--- src/rtl/word_packer.sv ---
// word_packer: collects K words of N bits into one packed group and holds
// the group until the downstream CSA adder takes it.
//
// Ports:
//   clk, rst              clock and synchronous active-high reset
//   in_valid/in_ready     upstream word handshake, word on in_word
//   in_last               ends a group early (WORD_PACKER_FLUSH_EN only)
//   out_valid/out_ready   downstream group handshake
//   out_words             packed group, word i at [(i+1)*N-1 : i*N]
//   word_count            words written into the current group
//
// Optional feature: define WORD_PACKER_FLUSH_EN to honour in_last.
module word_packer #(
    parameter int N  = 8,
    parameter int K  = 10,
    parameter int CW = $clog2(K + 1)
) (
    input  logic           clk,
    input  logic           rst,
    input  logic           in_valid,
    output logic           in_ready,
    input  logic [N-1:0]   in_word,
    input  logic           in_last,
    output logic           out_valid,
    input  logic           out_ready,
    output logic [N*K-1:0] out_words,
    output logic [CW-1:0]  word_count
);

    typedef enum logic {
        FILL,
        HOLD
    } state_t;

    state_t        state;
    logic [N-1:0]  words [K];
    logic [CW-1:0] count;
    logic          accept;
    logic          last_word;

    // Handshake flags decode the state register only.
    assign in_ready  = (state == FILL);
    assign out_valid = (state == HOLD);
    assign accept    = in_valid && in_ready;

`ifdef WORD_PACKER_FLUSH_EN
    assign last_word = (count == CW'(K - 1)) || in_last;
`else
    logic unused_in_last;
    assign unused_in_last = in_last;
    assign last_word      = (count == CW'(K - 1));
`endif

    always_ff @(posedge clk) begin
        if (rst) begin
            state <= FILL;
            count <= '0;
            for (int i = 0; i < K; i++) begin
                words[i] <= '0;
            end
        end else begin
            unique case (state)
                FILL: begin
                    if (accept) begin
                        // Slot select by compare avoids an index
                        // whose width differs from the array range.
                        for (int i = 0; i < K; i++) begin
                            if (count == CW'(i)) begin
                                words[i] <= in_word;
                            end
                        end
                        count <= count + CW'(1);
                        if (last_word) begin
                            state <= HOLD;
                        end
                    end
                end
                HOLD: begin
                    if (out_ready) begin
                        state <= FILL;
                        count <= '0;
                        for (int i = 0; i < K; i++) begin
                            words[i] <= '0;
                        end
                    end
                end
                default: state <= FILL;
            endcase
        end
    end

    for (genvar g = 0; g < K; g++) begin : g_pack
        assign out_words[g*N +: N] = words[g];
    end

    assign word_count = count;

endmodule

--- config.mk ---
export PLATFORM = sky130hd
export DESIGN_NAME = word_packer
export DESIGN_NICKNAME = d
export VERILOG_FILES = /design/src/rtl/word_packer.sv
export SDC_FILE = /design/constraint.sdc
export NUM_CORES = 1
export LEC_CHECK = 0
export ABC_AREA = 1
export CAP_MARGIN = 20
export CORE_AREA = 2 2 88 99
export DETAILED_ROUTE_END_ITERATION = 8
export DIE_AREA = 0 0 90 101
export PLACE_DENSITY = 0.7
export SYNTH_ARGS = -nofsm -noshare
export SYNTH_HDL_FRONTEND = slang
export SYNTH_SLANG_ARGS = --single-unit
--- constraint.sdc ---
create_clock -name clk -period 3.2 [get_ports clk]
set_input_delay 0.64 -clock clk [delete_from_list [all_inputs] [get_ports clk]]
set_output_delay 0.64 -clock clk [all_outputs]
set_load 0.1 [all_outputs]
==> reports/results.tsv <==
metric	value	unit
fp.dieW	90	um
synth_edf_count	80	
postPlaceCellArea	4220	um2
cp-start-kind	input port	
synth.net_count	267	
grt_overflow	0	
total_power	2.623	mW
route.detailed.drc	0	
r2r-start	word_count[1]	
ys_ff_latch	85	
r2r_cells	5	
yosys.area.top_type	edfxtp_1	
worstHoldPathCells	2	
synth_top_family_by_area	simple AND/OR/NAND/NOR gates	
fin_util	54.44	%
cap_viol_max_count	0	
worst-setup-path-type	in2reg	
setup_ws	0.9793	ns
crit_fanout	15	
core	8145	um2
final_area	4434	um2
synth_xor_area_share	0	%
postCtsSetupBuffers	0	
outcome	finished, final reports clean	
power.leakage	1.920	nW
via_per_inst	4.709	
drtIter0Drc	107	
synth_area_leaders	edfxtp_1 (72%), nor2_1 (9.9%), nand4_4 (3.8%), nand2_1 (3.3%), dfxtp_1 (3.0%)	
muxShareOfSynthArea	0	%
synth_top_area_share	72.07	%
yosysMostFrequentCell	nor2_1	
die-area	9090	um2
antenna_found_initial	0	
grt_usage	16.76	%
worstMarginPinSlew	0.5757	ns
synth_area_per_cell	13.33	um2
synth-simple-area-share	19.97	%
hold_buffers	0	
endpoint_kind	register	
clkLatencyLatePin	0.36	ns
hold_path.class	reg2reg	
port-buffer-count	97	
routed_wl	7530	um
clkTransAtPathRegs	0.08	ns
cp.arrival	2.32	ns
period_minus_slack	2.221	ns
synth-main-ff-cell	edfxtp_1	
cts_buffers	9	
std_cell_rows	35	
drive_gt1_share	32.78	%
yosysUniqueCellTypes	17	
cts.path.max_buffers	2	
yosys-top-cells-count	nor2_1 (88), edfxtp_1 (80), nand2_1 (29), inv_1 (15), nand4_4 (6)	
area_delta_synth_final	33.03	%
startpoint	rst	
pre_cts_ws	0.5630	ns
io_pins	99	
setup_viol	0	
clock-skew-final	0.006423	ns
peakVddDrop	0.0002054	V
yosysWarnings	0	
grt_pass1_wl	11180	um
gp_congestion	0.7635	
cts_resized	0	
drtAntennaViolNets	0	
firstDrtPassIters	4	
cp.required	3.30	ns
timing.fmax	450.3	MHz
pwr_density_cell	591.6	nW/um2
yosys.area_share.adder	1.502	%
dieHeight	101	um
slew_headroom	61.53	%
wire_per_inst	15.89	um
grt_max_degree	16	
hold_viol	0	
initial_core_util	40.92	%
rsz0062_at_grt	false	
min_from	word_count[1]	
cts_tree	yes	
fin_nets	375	
grt_pass1_vias	2154	
vias	2232	
finalSetupTns	0	ns
postSynthCellCount	250	
synth_compound_area_share	0.7508	%
seq_area_frac_synth	75.08	%
cts_num_sinks	85	
fin_crit_sh	69.40	%
cts-root-buf	clkbuf_8	
syn-cell-area	3333	um2
antenna_cells	0	
h-tree-depth	3	
finalMaxSlewViolations	0	
hpwl	5178	um
synthArstFlopShare	0	%
-- power by group --
group          switching [mW]  leakage (nW)  internal (mW)  total (mW)
clock network           0.383         0.108          0.440       0.823
registers              0.0200         0.869           1.26        1.28
logic                   0.436         0.942         0.0843       0.520
total                   0.839          1.92           1.78        2.62
-- state kept, by name, indices dropped and copies added (netlist names) --
signal / flops
out_valid: 1
words: 80
word_count: 4
-- worst paths after layout --
kind	slack, ns	to
worst max register to register	1.44	words[7][7]
worst min register to register	0.59	word_count[1]
worst max-delay path	0.98	words[4][6]
worst min-delay path	0.59	word_count[1]
-- critical path: stages --
cell,delay [ns]
clkdlybuf4s50_1,0.49
inv_2,0.38
nand2_2,0.20
nand2_1,0.48
nor2_1,0.11
-- per-stage QoR --
step           hold WS (ns)  std cells
6_report             0.5878        474
5_1_grt              0.6359        474
4_1_cts              0.5832        474
3_5_place_dp         0.5667        458
3_3_place_gp         0.5447        458
2_1_floorplan        0.7091        250
-- cell usage in the layout, fill, tap and decap left out --
master           count
nor2_1              88
buf_4               88
edfxtp_1            80
nand2_1             29
inv_1               15
clkdlybuf4s50_1     11
clkbuf_8             9
nand4_4              6
nand3_1              5
dfxtp_1              5
ha_1                 4
inv_2                3
a21oi_1              3
nor2_4               2
nor2_2               2
nand3_2              2
o21ai_0              2
bufinv_16            2
nand4_2              1
nand2_2              1
clkinv_1             1
inv_6                1
clkbuf_1             1
clkinv_2             1
clkinv_4             1
-- logic make-up (layout without fill, tap and decap cells) --
group	after synthesis	in the layout
buffers and inverters	20	133
adder cells (fa/ha/maj)	4	4
flip-flops	85	85
AND/OR/NAND/NOR	136	136
AO/OA/AOI/OAI	5	5
-- layer usage --
metal | global-route usage (%) | up-vias | share of wire (%)
li1 | - | 1066 | -
met3 | 4.413 | 20 | 4.7
met1 | 19.81 | 1068 | 42
met4 | 9.586 | 0 | 3.4
met2 | 27.99 | 78 | 50
met5 | 0 | - | 0
-- cell type report --
cell class,instances,area [um2]
Tap cell,111,138.9
Timing Repair Buffer,99,770.7
Sequential cell,85,2502
Clock inverter,6,86.33
Clock buffer,10,127.6
Inverter,18,67.56
Multi-Input combinational cell,145,740.7
Fill cell,709,3711
No activity file was read; power rests on OpenSTA's default activity.
